===== src/rtl/game_pkg.sv =====
// Shared game-control types and default frame timing constants.
// Used by the life controller and by the surrounding game control.
package game_pkg;

  typedef enum logic [2:0] {
    ST_IDLE    = 3'd0,
    ST_ALIVE   = 3'd1,
    ST_DYING   = 3'd2,
    ST_RESPAWN = 3'd3,
    ST_GONE    = 3'd4
  } life_state_t;

  localparam int DEF_DEATH_FRAMES  = 60;
  localparam int DEF_INVULN_FRAMES = 120;
  localparam int DEF_MAX_DEATHS    = 3;
  localparam int DEF_BLINK_SHIFT   = 2;

  localparam int          LIVES_W   = 3;
  localparam logic [2:0]  LIVES_SAT = 3'd7;

  function automatic int imax(input int a, input int b);
    return (a > b) ? a : b;
  endfunction

endpackage


===== src/rtl/frame_timer.sv =====
// Frame countdown: clear, load, or decrement-to-zero once per tick.
// One frame latency; never underflows, no backpressure.
module frame_timer #(
  parameter int W = 7
) (
  input  logic         i_clk,
  input  logic         i_rst_n,
  input  logic         i_clr,
  input  logic         i_load,
  input  logic [W-1:0] i_value,
  input  logic         i_tick,
  output logic [W-1:0] o_count,
  output logic [W-1:0] o_count_nxt,
  output logic         o_done
);

  logic [W-1:0] r_count;

  always_comb begin
    o_count_nxt = r_count;
    if (i_clr) begin
      o_count_nxt = '0;
    end else if (i_load) begin
      o_count_nxt = i_value;
    end else if (i_tick && (r_count != '0)) begin
      o_count_nxt = r_count - W'(1);
    end
  end

  always_ff @(posedge i_clk or negedge i_rst_n) begin
    if (!i_rst_n) begin
      r_count <= '0;
    end else begin
      r_count <= o_count_nxt;
    end
  end

  assign o_count = r_count;
  assign o_done  = (r_count == '0);

endmodule


===== src/rtl/player_life_ctrl.sv =====
// Player life sequencing: alive -> dying -> respawn/invulnerable -> alive, or game over.
// Events sampled at a frame edge show on the registered outputs right after it; no backpressure.
module player_life_ctrl
  import game_pkg::*;
#(
  parameter int DEATH_FRAMES  = DEF_DEATH_FRAMES,
  parameter int INVULN_FRAMES = DEF_INVULN_FRAMES,
  parameter int MAX_DEATHS    = DEF_MAX_DEATHS,
  parameter int BLINK_SHIFT   = DEF_BLINK_SHIFT
) (
  input  logic         frame_clk,
  input  logic         Reset_n,
  input  logic         start,
  input  logic         play,
  input  logic [1:0]   hit,
  input  logic         fall,
  output logic [2:0]   lives,
  output logic         alive,
  output logic         invuln,
  output logic         blink,
  output logic         death_pulse,
  output logic         respawn_pulse
);

  localparam int CNT_W = $clog2(imax(DEATH_FRAMES, INVULN_FRAMES) + 1);

  life_state_t        r_state, w_state_nxt;
  logic [LIVES_W-1:0] r_lives, w_lives_nxt;
  logic               r_alive, r_invuln, r_blink, r_death_pulse, r_respawn_pulse;
  logic               w_death, w_respawn;
  logic               w_clr, w_load, w_tick;
  logic [CNT_W-1:0]   w_load_val;
  logic [CNT_W-1:0]   w_cnt, w_cnt_nxt;
  logic               w_done;

  frame_timer #(.W(CNT_W)) u_timer (
    .i_clk       (frame_clk),
    .i_rst_n     (Reset_n),
    .i_clr       (w_clr),
    .i_load      (w_load),
    .i_value     (w_load_val),
    .i_tick      (w_tick),
    .o_count     (w_cnt),
    .o_count_nxt (w_cnt_nxt),
    .o_done      (w_done)
  );

  always_comb begin
    w_state_nxt = r_state;
    w_lives_nxt = r_lives;
    w_death     = 1'b0;
    w_respawn   = 1'b0;
    w_clr       = 1'b0;
    w_load      = 1'b0;
    w_load_val  = '0;
    w_tick      = 1'b0;

    if (start) begin
      w_state_nxt = ST_IDLE;
      w_lives_nxt = '0;
      w_clr       = 1'b1;
    end else if (!play) begin
      w_state_nxt = ST_IDLE;
      w_clr       = 1'b1;
    end else begin
      case (r_state)
        ST_IDLE: begin
          w_state_nxt = ST_ALIVE;
          w_respawn   = 1'b1;
        end
        ST_ALIVE: begin
          if ((|hit) || fall) begin
            w_death = 1'b1;
          end
        end
        ST_DYING: begin
          if (w_done) begin
            if (r_lives >= LIVES_W'(MAX_DEATHS)) begin
              w_state_nxt = ST_GONE;
            end else begin
              w_state_nxt = ST_RESPAWN;
              w_respawn   = 1'b1;
              w_load      = 1'b1;
              w_load_val  = CNT_W'(INVULN_FRAMES - 1);
            end
          end else begin
            w_tick = 1'b1;
          end
        end
        ST_RESPAWN: begin
          // Invulnerability protects against hits only; falling off screen still kills.
          if (fall) begin
            w_death = 1'b1;
          end else if (w_done) begin
            w_state_nxt = ST_ALIVE;
          end else begin
            w_tick = 1'b1;
          end
        end
        ST_GONE: begin
          w_state_nxt = ST_GONE;
        end
        default: begin
          w_state_nxt = ST_IDLE;
          w_clr       = 1'b1;
        end
      endcase

      if (w_death) begin
        w_state_nxt = ST_DYING;
        w_lives_nxt = (r_lives == LIVES_SAT) ? LIVES_SAT : r_lives + LIVES_W'(1);
        w_load      = 1'b1;
        w_load_val  = CNT_W'(DEATH_FRAMES - 1);
      end
    end
  end

  always_ff @(posedge frame_clk or negedge Reset_n) begin
    if (!Reset_n) begin
      r_state         <= ST_IDLE;
      r_lives         <= '0;
      r_alive         <= 1'b0;
      r_invuln        <= 1'b0;
      r_blink         <= 1'b0;
      r_death_pulse   <= 1'b0;
      r_respawn_pulse <= 1'b0;
    end else begin
      r_state         <= w_state_nxt;
      r_lives         <= w_lives_nxt;
      r_alive         <= (w_state_nxt == ST_ALIVE) || (w_state_nxt == ST_RESPAWN);
      r_invuln        <= (w_state_nxt == ST_RESPAWN);
      r_blink         <= (w_state_nxt == ST_RESPAWN) && w_cnt_nxt[BLINK_SHIFT];
      r_death_pulse   <= w_death;
      r_respawn_pulse <= w_respawn;
    end
  end

  assign lives         = r_lives;
  assign alive         = r_alive;
  assign invuln        = r_invuln;
  assign blink         = r_blink;
  assign death_pulse   = r_death_pulse;
  assign respawn_pulse = r_respawn_pulse;

endmodule

===== config.mk =====
export PLATFORM = sky130hd
export DESIGN_NAME = player_life_ctrl
export DESIGN_NICKNAME = d
export VERILOG_FILES = /design/src/rtl/game_pkg.sv /design/src/rtl/frame_timer.sv /design/src/rtl/player_life_ctrl.sv
export SDC_FILE = /design/constraint.sdc
export NUM_CORES = 1
export LEC_CHECK = 0
export ABC_CLOCK_PERIOD_IN_PS = 3100
export BUFFER_PORTS_ARGS = -buffer_cell sky130_fd_sc_hd__buf_2
export CAP_MARGIN = 25
export CORE_MARGIN = 3
export CORE_UTILIZATION = 35
export CTS_BUF_LIST = sky130_fd_sc_hd__clkbuf_4 sky130_fd_sc_hd__clkbuf_8
export CTS_CLUSTER_DIAMETER = 50
export DETAILED_ROUTE_END_ITERATION = 12
export GPL_ROUTABILITY_DRIVEN = 0
export HOLD_SLACK_MARGIN = 0.1
export PLACE_DENSITY = 0.6
export SLEW_MARGIN = 20
export SYNTH_ARGS = -nofsm -noshare
export SYNTH_HDL_FRONTEND = slang
export SYNTH_HIERARCHICAL = 1
export SYNTH_SLANG_ARGS = --single-unit

===== constraint.sdc =====
create_clock -name frame_clk -period 3.1 [get_ports frame_clk]
set_input_delay 0.62 -clock frame_clk [delete_from_list [all_inputs] [get_ports frame_clk]]
set_output_delay 0.62 -clock frame_clk [all_outputs]
set_load 0.05 [all_outputs]

# Word-level counts from Yosys, hierarchy flattened
# Cells that the tools add are included.
[op_classes] add_sub_neg=2 order_cmp=1 n_eq_ne=7 muxes=45 n_reduce_logical=13
[op_table] op="2-to-1 mux 7 bit" count=9
[op_table] op="2-to-1 mux 3 bit" count=11
[op_table] op="2-to-1 mux 1 bit" count=21
[op_table] op="one-hot mux 3 bit (5 select lines)" count=1
[op_table] op="equality test 3 x 2 -> 1 bit (second input constant)" count=3
[op_table] op="zero test 7 bit" count=1
[op_table] op="nonzero test 7 bit" count=1
[op_table] op="subtractor 7 x 1 -> 7 bit (second input constant)" count=1
[op_table] op="equality test 3 x 1 -> 1 bit (second input constant)" count=2
[op_table] op="equality test 3 bit (second input constant)" count=2
[op_table] op="one-hot mux 1 bit (2 select lines)" count=3
[op_table] op="OR reduction 5 bit" count=1
[op_table] op="nonzero test 2 bit" count=2
[op_table] op="adder 3 x 1 -> 3 bit (second input constant)" count=1
[op_table] op=">= comparator 3 x 2 -> 1 bit (second input constant)" count=1
[op_table] op="zero test 3 bit" count=1
[op_table] op="nonzero test 3 bit" count=1
[op_table] op="logical AND 1 bit" count=2
[op_table] op="logical OR 1 bit" count=2
[op_table] op="AND reduction 2 bit" count=1
[op_table] op="OR reduction 2 bit" count=1
[totals] reg_bits=18 inputBits=7 out_inout_bits=8

# Depth between registers and ports, before layout
[logic_depth] word_depth=12 ltp_mapped=14 depth_no_buf=13

# Modules after synthesis
# The synthesis kept the hierarchy.
[modules_own_cells] mod="player_life_ctrl" n_inst=1 cells_each=57 area_each_um2=589.3 seq_area_each_um2=275.3
[modules_own_cells] mod="frame_timer" n_inst=1 cells_each=54 area_each_um2=481.7 seq_area_each_um2=175.2

# Least setup slack after synthesis
# No wires, ideal clock.
[synth_timing] path_kind="register to register" startpoint="reg u_timer.r_count[0], in the netlist u_timer/o_count[0]" endpoint="reg r_blink, in the netlist blink" setup_time_ns=0.101 arrival_time_ns=2.599 required_time_ns=2.999 path_slack_ns=0.400 path_stages_with_launch=15 path_buffers=1 cell_sequence="dfrtp_1 -> inv_1 -> ha_1 -> nor2b_1 -> nand3_2 -> inv_2 -> nor4bb_1 -> nand2_1 -> a21oi_1 -> buf_4 -> a21oi_1 -> o31a_1 -> nor3_1 -> o211ai_1 -> nor4_1"
[synth_between] word_cells_on_any_way=31 cone_classes="1 x add/sub; 1 x eq/ne; 25 x mux; 4 x reduce/logical"
[synth_lines] item="from (decl)" line_no="frame_timer.sv:17" text="logic [W-1:0] r_count;"
[synth_lines] item="from (signal assigned)" line_no="frame_timer.sv:34" text="r_count <= o_count_nxt;"
[synth_lines] item="zero test 7 bit" line_no="frame_timer.sv:39" text="assign o_done = (r_count == '0);"
[synth_lines] item="named net w_done" line_no="player_life_ctrl.sv:34" text="logic w_done;"
[synth_lines] item="2-to-1 mux 1 bit" line_no="player_life_ctrl.sv:77" text="if (w_done) begin"
[synth_lines] item="2-to-1 mux 1 bit" line_no="player_life_ctrl.sv:66" text="case (r_state)"
[synth_lines] item="2-to-1 mux 1 bit" line_no="player_life_ctrl.sv:109" text="if (w_death) begin"
[synth_lines] item="2-to-1 mux 1 bit" line_no="player_life_ctrl.sv:62" text="end else if (!play) begin"
[synth_lines] item="2-to-1 mux 1 bit" line_no="player_life_ctrl.sv:58" text="if (start) begin"
[synth_lines] item="named net w_load" line_no="player_life_ctrl.sv:31" text="logic w_clr, w_load, w_tick;"
[synth_lines] item="2-to-1 mux 7 bit" line_no="frame_timer.sv:23" text="end else if (i_load) begin"
[synth_lines] item="2-to-1 mux 7 bit" line_no="frame_timer.sv:21" text="if (i_clr) begin"
[synth_lines] item="named net w_cnt_nxt[2]" line_no="player_life_ctrl.sv:33" text="logic [CNT_W-1:0] w_cnt, w_cnt_nxt;"
[synth_lines] item="logical AND 1 bit" line_no="player_life_ctrl.sv:132" text="r_blink <= (w_state_nxt == ST_RESPAWN) && w_cnt_nxt[BLINK_SHIFT];"
[synth_lines] item="to (signal assigned)" line_no="player_life_ctrl.sv:132"
[synth_lines] item="to (decl)" line_no="player_life_ctrl.sv:29" text="logic r_alive, r_invuln, r_blink, r_death_pulse, r_respawn_pulse;"
# The timed path passes the listed nets, and every way through them passes these cells. The select of a mux whose other input is x is not followed.
# A chain may end at the register's enable or synchronous reset.

# Final worst setup path
# Ends and elaborated chain as after synthesis.

==> flow_metrics.py <==
metrics = {
    "clock_tree": {
        "clockBufferDepth": 2,
        "htreeDepth": 1,
        "clkTransAtPathRegs_ns": 0.10,
        "cts-root-buf": "clkbuf_4",
        "cts_tree": "done",
        "cts_buffers": 3,
        "cts_setup_buffers": 0,
        "worstSkewPairLatency_ns": 0.29,
        "cts_sinks": 18,
    },
    "timing": {
        "drv_slew": 0,
        "setup_tns_ns": 0,
        "fmax_mhz": 370.3,
        "rsz0062_at_grt": "false",
        "hold_viol_final": 0,
        "post-route-period-util": 0.8712,
        "finalWorstSetupSlack_ns": 0.3992,
        "fin_crit_ns": 2.701,
        "setup_viol": 0,
        "max_slew_margin": 0.6176,
        "tightest_slew_ns": 0.5591,
        "fin_skew_ns": 0.003373,
    },
    "drt": {
        "routedWlPerCell_um": 14.24,
        "finalWirelength_mm": 2.250,
        "drc": 0,
        "vias": 889,
        "firstDrtPassIters": 5,
        "ant_nets": 0,
        "routed_via_density": 5.627,
        "drtIter0Drc": 20,
    },
    "final_layout": {
        "seqCellArea_um2": 450.4,
        "final_layout_size_suffix_gt1_frac": 0.2283,
        "post-route-cell-area_um2": 1206,
        "n_fill_cell": 288,
        "multiInputGateArea_um2": 565.5,
        "synthToLayoutAreaGrowth_pct": 12.62,
        "diodes": 0,
        "layout.nets": 138,
    },
    "synthesis": {
        "ys_ff_latch": 18,
        "synth_xor_area_frac": 0.008178,
        "synth_edf_count": 0,
        "yosys_most_used_dff": "dfrtp_1",
        "synth.avg_cell_area_um2": 9.649,
        "synth_area_um2": 1071,
        "synthArstFlopShare": 1.000,
        "synthMuxAreaShare": 0.009346,
        "synth_compound_area_frac": 0.2465,
        "synthAdderAreaFrac": 0.03505,
        "syn_nets": 121,
        "syn_inst": 111,
        "ys_types": 43,
        "synth_simple_gate_area_share": 0.2231,
        "yosysWarnings": 6,
        "synth_top_family_by_area": "compound AO/OA/AOI/OAI gates",
        "ys_seq_area_frac": 0.4206,
    },
    "power": {
        "total_power_w": 0.0004572,
        "peakVddDrop_uv": 239.3,
        "powerDensity_nw_per_um2": 379.0,
        "p_leak_nw": 0.5245,
    },
    "die": {
        "die_width_um": 61.32,
        "die-height_um": 61.32,
        "start_util": 0.3786,
        "die_area_um2": 3760,
        "rows": 19,
        "coreArea_um2": 2829,
        "ioPinCount": 15,
    },
    "grt": {
        "grt_first_pass_wirelength_mm": 3.850,
        "grt_pass1_vias": 910,
        "grtUsageTotal": 0.1388,
        "grt_max_degree": 19,
        "antenna_found_initial": 0,
        "gr-total-overflow": 0,
    },
    "critical_path": {
        "rrSetupSlack_ns": 0.40,
        "critical_path_required_ns": 3.26,
        "startpoint_type": "flop",
        "crit_type": "flop to flop",
        "cp-end-kind": "flop",
        "worstPathMaxFanout": 11,
        "crit_arrival_ns": 2.86,
    },
    "placed_design": {
        "numPortBuffers": 14,
        "hpwl_mm": 1.677,
        "dp_slack_ns": 0.3519,
        "placed_cell_area_um2": 1164,
    },
    "min_path": {
        "min_path_type": "input port to asynchronous set/reset pin",
    },
    "job": {
        "maxCapViolations": 0,
    },
    "status": {
        "status": "completed",
    },
}
[critical path, cell delays in order, from the launching register on]
cell and delay [ns]:
dfrtp_1 0.40, inv_1 0.12, ha_1 0.21, nor2b_1 0.17, nand3_2 0.13, inv_2 0.13
nor4bb_2 0.39, nand2_1 0.12, a21oi_1 0.22, buf_4 0.20, inv_1 0.12, nor2_1 0.12
nor3_1 0.06, o211ai_1 0.12, nor4_1 0.06
[state kept, by name, summed over array words and instances (netlist names)]
signal,count
invuln,1
lives,3
respawn_pulse,1
blink,1
u_timer/o_count,7
r_state,3
alive,1
death_pulse,1
[metrics by stage]
stage	instances	util	hold slack, ns
4_1_cts	158	0.4241	0.2501
3_5_place_dp	154	0.4113	0.5562
2_1_floorplan	111	-	0.3244
6_report	158	0.4264	0.2514
5_1_grt	158	0.4264	0.2523
3_3_place_gp	154	0.4113	0.5554
[cell usage after synthesis, types with 2 or more instances]
master	n	area, um2
nor3_1	4	20.02
nand2b_1	4	25.02
a41oi_1	2	17.52
dfrtp_1	18	450.4
inv_1	9	33.78
or3_1	2	12.51
o21ai_0	3	15.01
nor4_1	2	12.51
ha_1	3	37.54
nor2_1	9	33.78
nand2_1	7	26.28
o22ai_1	2	12.51
a2111oi_0	2	17.52
a211oi_1	6	45.04
a21oi_1	6	30.03
nor2b_1	5	31.28
[layer usage]
layer,global-route usage,up-vias,routed length (um)
li1,-,449,-
met1,0.1682,423,1046
met2,0.2402,15,1108
met3,0.02096,2,79
met4,0.06502,0,16
met5,0,-,0
[what timing repair did]
| item | in CTS | in global routing |
|---|---|---|
| endpoints found under the setup margin | 0 | 1 |
| hold buffers | 0 | 0 |
| resized for setup | 0 | 1 |
[layout by cell type, fill, tap and decap left out, drive strengths merged, types with 4 or more instances in the layout]
cell type / n
a211oi: 6
a21oi: 6
buf: 15
clkbuf: 4
dfrtp: 18
inv: 10
nand2: 7
nand2b: 4
nor2: 9
nor2b: 5
nor3: 4
[logic make-up after synthesis]
kind of cell	Yosys count
AOI/OAI and AO/OA	34
xor gates and xnor gates	1
adders and majority gates	3
buffers and inverters	13
DFF	18
muxes	1
and+or+nand+nor	41
[layout make-up]
cell class,count,area share
Sequential cell,18,0.3734
Inverter,10,0.03112
Timing Repair Buffer,15,0.06432
Tap cell,31,0.03216
Clock buffer,4,0.03008
Multi-Input combinational cell,80,0.4689
[power by group]
part           leakage [nW]  internal, W  switching (W)   total, W
Sequential            0.248     0.000240     0.00000587   0.000246
Clock                0.0210    0.0000715      0.0000717   0.000143
Combinational         0.256    0.0000223      0.0000455  0.0000678
Total                 0.525     0.000334       0.000123   0.000457
[path summary, 6_finish.rpt]
check / start / endpoint / cells past startpoint
max reg2reg: u_timer/o_count[0] / blink / 14
min in group frame_clk: start / lives[1] / 2
max: u_timer/o_count[0] / blink / 14
max in group asynchronous: Reset_n / lives[2] / 1
min reg2reg: lives[2] / lives[2] / 1
min: Reset_n / u_timer/o_count[6] / 1
Note: power is estimated with default switching activity, not from simulation.
